### config.mk
export PLATFORM = sky130hd
export DESIGN_NAME = bcd_display_scanner
export DESIGN_NICKNAME = d
export VERILOG_FILES = /design/src/rtl/bcd_display_scanner.sv
export SDC_FILE = /design/constraint.sdc
export NUM_CORES = 1
export LEC_CHECK = 0
export ABC_AREA = 1
export BUFFER_PORTS_ARGS = -buffer_cell sky130_fd_sc_hd__buf_4
export CAP_MARGIN = 20
export CORE_MARGIN = 1.5
export CORE_UTILIZATION = 45
export DETAILED_ROUTE_END_ITERATION = 10
export GPL_ROUTABILITY_DRIVEN = 0
export MAX_ROUTING_LAYER = met4
export PLACE_DENSITY = 0.7
export SLEW_MARGIN = 20
export SYNTH_ARGS = -nofsm -noshare
export SYNTH_HDL_FRONTEND = slang
export SYNTH_SLANG_ARGS = --single-unit
### constraint.sdc
create_clock -name clk -period 1.78 [get_ports clk]
set_input_delay 0.267 -clock clk [delete_from_list [all_inputs] [get_ports clk]]
set_output_delay 0.267 -clock clk [all_outputs]
set_load 0.05 [all_outputs]
### src/rtl/bcd_display_scanner.sv
// Time-multiplexed 4-digit 7-segment driver for a packed BCD value.
// Snapshots on load, scans at SCAN_DIV cycles per digit, blanks leading zeros.
module bcd_display_scanner #(
    parameter int unsigned SCAN_DIV = 4,
    parameter bit          BLANK_LZ = 1'b1
) (
    input  logic        clk,
    input  logic        reset,
    input  logic [15:0] bcd_in,
    input  logic        load,
    output logic [6:0]  seg,
    output logic [3:0]  an,
    output logic        frame_done
);

    localparam int unsigned DIV_W = (SCAN_DIV > 1) ? $clog2(SCAN_DIV) : 1;
    localparam logic [DIV_W-1:0] DIV_LAST = DIV_W'(SCAN_DIV - 1);

    typedef enum logic [1:0] {
        DIG0,
        DIG1,
        DIG2,
        DIG3
    } digit_e;

    digit_e            idx;
    digit_e            idx_next;
    logic [DIV_W-1:0]  div_cnt;
    logic [DIV_W-1:0]  div_next;
    logic [15:0]       snap;
    logic              dwell_end;

    logic [3:0]        nib;
    logic              blank;
    logic              lz3;
    logic              lz2;
    logic              lz1;
    logic [3:0]        an_next;
    logic [6:0]        seg_next;
    logic              frame_next;

    function automatic logic [6:0] decode(input logic [3:0] n);
        logic [6:0] s;
        case (n)
            4'd0:    s = 7'h3F;
            4'd1:    s = 7'h06;
            4'd2:    s = 7'h5B;
            4'd3:    s = 7'h4F;
            4'd4:    s = 7'h66;
            4'd5:    s = 7'h6D;
            4'd6:    s = 7'h7D;
            4'd7:    s = 7'h07;
            4'd8:    s = 7'h7F;
            4'd9:    s = 7'h6F;
            default: s = 7'h79;
        endcase
        return s;
    endfunction

    always_ff @(posedge clk or posedge reset) begin
        if (reset) begin
            snap <= '0;
        end else if (load) begin
            snap <= bcd_in;
        end
    end

    always_ff @(posedge clk or posedge reset) begin
        if (reset) begin
            idx     <= DIG0;
            div_cnt <= '0;
        end else begin
            idx     <= idx_next;
            div_cnt <= div_next;
        end
    end

    assign dwell_end = (div_cnt == DIV_LAST);

    always_comb begin
        idx_next = idx;
        div_next = div_cnt + DIV_W'(1);
        if (dwell_end) begin
            div_next = '0;
            case (idx)
                DIG0:    idx_next = DIG1;
                DIG1:    idx_next = DIG2;
                DIG2:    idx_next = DIG3;
                default: idx_next = DIG0;
            endcase
        end
    end

    // A digit is a leading zero only if it and every more-significant digit are 0.
    assign lz3 = (snap[15:12] == 4'd0);
    assign lz2 = lz3 && (snap[11:8] == 4'd0);
    assign lz1 = lz2 && (snap[7:4] == 4'd0);

    always_comb begin
        nib     = snap[3:0];
        blank   = 1'b0;
        an_next = 4'b0001;
        case (idx)
            DIG0: begin
                nib     = snap[3:0];
                an_next = 4'b0001;
            end
            DIG1: begin
                nib     = snap[7:4];
                blank   = BLANK_LZ && lz1;
                an_next = 4'b0010;
            end
            DIG2: begin
                nib     = snap[11:8];
                blank   = BLANK_LZ && lz2;
                an_next = 4'b0100;
            end
            default: begin
                nib     = snap[15:12];
                blank   = BLANK_LZ && lz3;
                an_next = 4'b1000;
            end
        endcase
        seg_next   = blank ? 7'h00 : decode(nib);
        frame_next = dwell_end && (idx == DIG3);
    end

    always_ff @(posedge clk or posedge reset) begin
        if (reset) begin
            an         <= 4'b0001;
            seg        <= 7'h3F;
            frame_done <= 1'b0;
        end else begin
            an         <= an_next;
            seg        <= seg_next;
            frame_done <= frame_next;
        end
    end

endmodule

# Word-level counts from Yosys, hierarchy flattened
# Memories as Yosys holds them, arrays and structs flattened.
# Cells that the tools add are included.
# Widths: inputs -> output; s select.
dict set report totals {
  word_cells 25
  reg_bits 32
  rom_bits 112
  mem_count 1
  output_inout_bits 12
  inputBits 19
}
dict set report classes {
  reduce_logical 7
  n_eq_ne 4
  muxes 6
  addsub 1
}
# name words word_bits rd rd_clocked_by_memory_dff write_ports line
set mem_list {}
lappend mem_list {{(name not given)} 16 7 1 0 0 44} ;# case (n)
# cell n
set op_table {}
lappend op_table {{$pmux 4 s3} 2}
lappend op_table {{$logic_not 4->1} 3}
lappend op_table {{$mux 7} 1}
lappend op_table {{$eq 2x2->1 const B} 3}
lappend op_table {{$pmux 2 s3} 1}
lappend op_table {{$logic_and 1x1->1} 3}
lappend op_table {{$pmux 1 s3} 1}
lappend op_table {{$add 2x1->2 const B} 1}
lappend op_table {{$eq 2x1->1 const B} 1}
lappend op_table {{$logic_not 2->1} 1}
lappend op_table {{$mux 2} 1}

# Depth between registers and ports, before layout
dict set report depth {
  ltp_word 5
  mapped_depth 14
  mapped_depth_nobuf 14
}

# Worst setup path after synthesis
# Ideal clock, no wire load.
dict set report synth_timing {
  path_kind {register to register}
  from {reg idx[0]}
  to {reg seg[3]}
  synth_period_minus_slack_ns 1.853
  required_ns 1.722
  arrival_ns 1.795
  slack_ns -0.073
  setup_time_ns 0.058
  path_stages_with_launch 13
  path_buffers 0
  cell_sequence {dfrtp_1 > inv_1 > ha_1 > nand2_1 > nand2_1 > nor2_1 > nor2_1 > inv_1 > ha_1 > nand3b_1 > nand3_1 > nand2_1 > inv_1}
}
dict set report synth_between {
  elab_chain_cells 4
  elab_cells_between_ends 7
  classes_between {eq/ne (2); mux (3); reduce/logical (1); memory (1)}
}
# item line
set synth_lines {}
lappend synth_lines {{from (decl)} 26} ;# digit_e idx;
lappend synth_lines {{from (signal assigned)} 73} ;# idx <= idx_next;
lappend synth_lines {{$eq 2x2->1 (tied with other cells)} 103} ;# case (idx)
lappend synth_lines {{$pmux 4 s3} 103}
lappend synth_lines {{$mem_v2 16x7} n/a}
lappend synth_lines {{$mux 7 *} 124} ;# seg_next = blank ? 7'h00 : decode(nib);
lappend synth_lines {{via seg_next[3]} 39} ;# logic [6:0] seg_next;
lappend synth_lines {{to (signal assigned)} 135} ;# seg <= seg_next;
lappend synth_lines {{to (decl)} 11} ;# output logic [6:0] seg,
# The timed path passes the listed nets; every way through them passes the cells marked *.
# A chain may end at the register's enable or synchronous reset.

# Worst setup path after layout
dict set report layout_timing {
  from {reg idx[1]}
  to {reg seg[3]}
}
# Same word-level chain as after synthesis.

==> out/results.tsv <==
stage	metric	value	unit
yosys	synth-edff-count	0	
sta	rsz0062_at_grt	true	
flow_run	maxCapViolations	0	
yosys	synthCells	173	
power_and_ir_drop	p_per_area	738.6	nW/um^2
die	die_h	62.59	um
critical_path	arrival	2.10	ns
grt	grt_pass1_wl	5.478	mm
yosys	synth_flop_cell	dfrtp_1	
final_layout	stdcell_area	2196	um^2
power_and_ir_drop	internal_power	1.134	mW
die	initial_core_util	47.51	%
yosys	ys_types	19	
route	ant_nets	0	
route	drtPass1Iterations	4	
yosys	synthesis.area	1598	um^2
critical_path	worstSetupPathType	reg -> reg	
clock_network	root_buffer	clkbuf_4	
grt	first_global_vias	1338	
sta	tightestPinTransition	0.4074	ns
power_and_ir_drop	seqPwrFrac	51.0	%
clock_network	cts_tree	built	
yosys	synth_compound_area_share	6.265	%
placement	place_area	1949	um^2
yosys	synth_top_family_by_area	simple AND/OR/NAND/NOR gates	
final_layout	nets	261	
route	drc	0	
critical_path	required	2.07	ns
power_and_ir_drop	p_sw	0.4881	mW
power_and_ir_drop	clkPwrFrac	26.7	%
sta	fin_skew	0.01200	ns
placement	dp_hpwl	2.268	mm
yosys	yosysMostFrequentCell	nand2_1	
sta	fin_crit_sh	101.6	%
yosys	synthArstFlopShare	100.0	%
yosys	synth_area_per_cell	9.236	um^2
die	io_pins	31	
clock_network	clk_path_buf_depth	2	
power_and_ir_drop	power_frac_comb	22.3	%
die	num_rows	21	
outcome	violations	setup timing	
power_and_ir_drop	p_leak	1.131	nW
final_layout	synthToLayoutAreaGrowth	37.43	%
clock_network	clock_sinks	32	
route	wirelength	3.468	mm
yosys	synth_top_area_cell	dfrtp_1	
grt	grt_overflow	0	
final_layout	drive_gt1_share	46.09	%
die	dieWidth	62.59	um
yosys	synth_area_leaders	dfrtp_1 39%, dfstp_2 12%, nand2_1 11%	
yosys	synth-xor-area-share	0	%
sta	fmax	0.5530	GHz
yosys	synth-adder-area-share	10.18	%
sta	hold_violations	0	
hold_path	hold_path_class	in -> async	
yosys	synthMuxAreaShare	5.638	%
yosys	ys_warn_count	0	
sta	setup_slack	-0.02816	ns
final_layout	diodes	0	
power_and_ir_drop	finalPower	1.622	mW
die	die-area	3917	um^2
yosys	netlist_top_cells_count	48 x nand2_1, 25 x dfrtp_1, 25 x inv_1	
yosys	seq_area_frac_synth	50.67	%
yosys	yosys.area.top_type_share	39.15	%
final_layout	fillers	292	
critical_path	crit_path_start_kind	flop	
die	core-area	3363	um^2
yosys	synth-simple-area-share	20.05	%
sta	tns	-0.03077	ns
sta	slew_headroom	72.84	%
route	drt_iter0_drc	71	
sta	slew_viol_final	0	
final_layout	seq_area	812.0	um^2
yosys	synth_nets	205	
outcome	status	finished, violations left	
power_and_ir_drop	peakVddDrop	407.7	uV
sta	setup_viol	2	
clock_network	insertion_delay	0.34	ns
critical_path	endpoint_kind	flop	
clock_network	h-tree-depth	2	
route	wire_per_inst	12.57	um
placement	portBuffers	30	
grt	grt_max_degree	33	
final_layout	multi_input_area	759.5	um^2
critical_path	crit_fanout	5	
route	vias	1321	
sta	finalWorstPathRequiredPeriod	1.808	ns
grt	globalRouteTotalUtil	18.46	%
power_and_ir_drop	p_sw_share	30.09	%
route	viasPerCell	4.786	
sta	fin_hold_ws	0.01102	ns
clock_network	path_clk_slew	0.10	ns
yosys	ys_ff_latch	32	
grt	antenna_found_initial	0	
clock_network	cts_inserted_buffers	5	
[metrics by stage]
step | std cells | utilization [%] | setup slack (ns)
after detailed placement | 256 | 57.96 | -0.06364
final | 276 | 65.29 | -0.02816
after global placement | 256 | 57.96 | 0.03283
after floorplan | 173 | - | 0.004484
after CTS | 267 | 61.50 | 0.0009608
after global routing | 276 | 65.29 | -0.1821
[final cells by class]
cell class,instances,area share (%)
clock buffers,8,2.678
inverters,27,4.843
multi-input cells,111,34.59
flip-flops and latches,32,36.98
well taps,46,2.621
repair buffers,52,18.29
[metal layers]
metal  up-vias  GRT usage [%]  part of all wire, %
li1        640              -                    -
met1       635          19.55                   40
met2        38          31.18                   53
met3         8          5.946                  5.4
met4         0          8.889                  2.0
met5         -              -                    0
[power groups by stage]
stage,Sequential [mW],Clock [mW],Combinational (mW)
final,0.827,0.434,0.362
after global routing,0.833,0.485,0.394
after CTS,0.826,0.447,0.336
after detailed placement,0.839,0,0.335
after global placement,0.837,0,0.324
after floorplan,0.917,0,0.149
[cells in the final DEF, fill, tap and decap left out, types with 2 or more instances in the layout]
cell type  synthesis  routed
clkbuf_1           1       2
ha_2               0       3
inv_4              0       2
clkbuf_4           0       5
nor2_1            12      10
o21ai_0           10      10
dfrtp_1           25      23
o21ai_4            2       2
ha_1              13       6
ha_4               0       4
dfrtp_2            0       2
nand3_1            8       8
buf_6              0       3
nor2_2             0       2
dfstp_2            7       7
nand2_1           48      42
nand2_2            3       8
buf_4              0      49
inv_2              2       6
inv_1             25      19
mux2_2             8       8
nand2_4            2       3
[sequential cells by signal, summed over array words and instances, names as in the netlist]
name and flops:
seg 7, frame_done 1, idx 2, snap 16, an 4, div_cnt 2
[final timing paths]
| path | start | endpoint | slack [ns] | cells after the start |
|---|---|---|---|---|
| setup / recovery | idx[1] | seg[3] | -0.03 | 11 |
| hold / removal | reset | div_cnt[0] | 0.01 | 3 |
| setup reg to reg | idx[1] | seg[3] | -0.03 | 11 |
| hold reg to reg | div_cnt[0] | div_cnt[0] | 0.44 | 1 |
| max in group asynchronous | reset | seg[0] | 1.43 | 3 |
| min in group clk | bcd_in[13] | snap[13] | 0.12 | 3 |
[cells by family (layout without fill, tap and decap cells)]
family                   count (synthesis)  after routing
AO/OA/AOI/OAI                           15             15
multiplexers                             8              8
buffers and inverters                   30             87
adder cells (fa/ha/maj)                 13             13
AND/OR/NAND/NOR                         75             75
flip-flops                              32             32
[repair_timing]
item                       CTS  global route
pin swaps                    0            11
hold buffers                 0             0
gates resized for setup      9            21
setup endpoints to repair    3             5
setup buffers                3             9
[critical path, stage by stage (launching register included)]
cell and delay [ns]:
dfrtp_2 0.47, buf_6 0.14, ha_4 0.16, nand2_1 0.06, nand2_1 0.09, o21ai_4 0.15
inv_2 0.07, ha_4 0.20, nand3b_1 0.18, nand3_1 0.10, nand2_1 0.06, inv_1 0.07
Power figures use the tool's default switching activity.
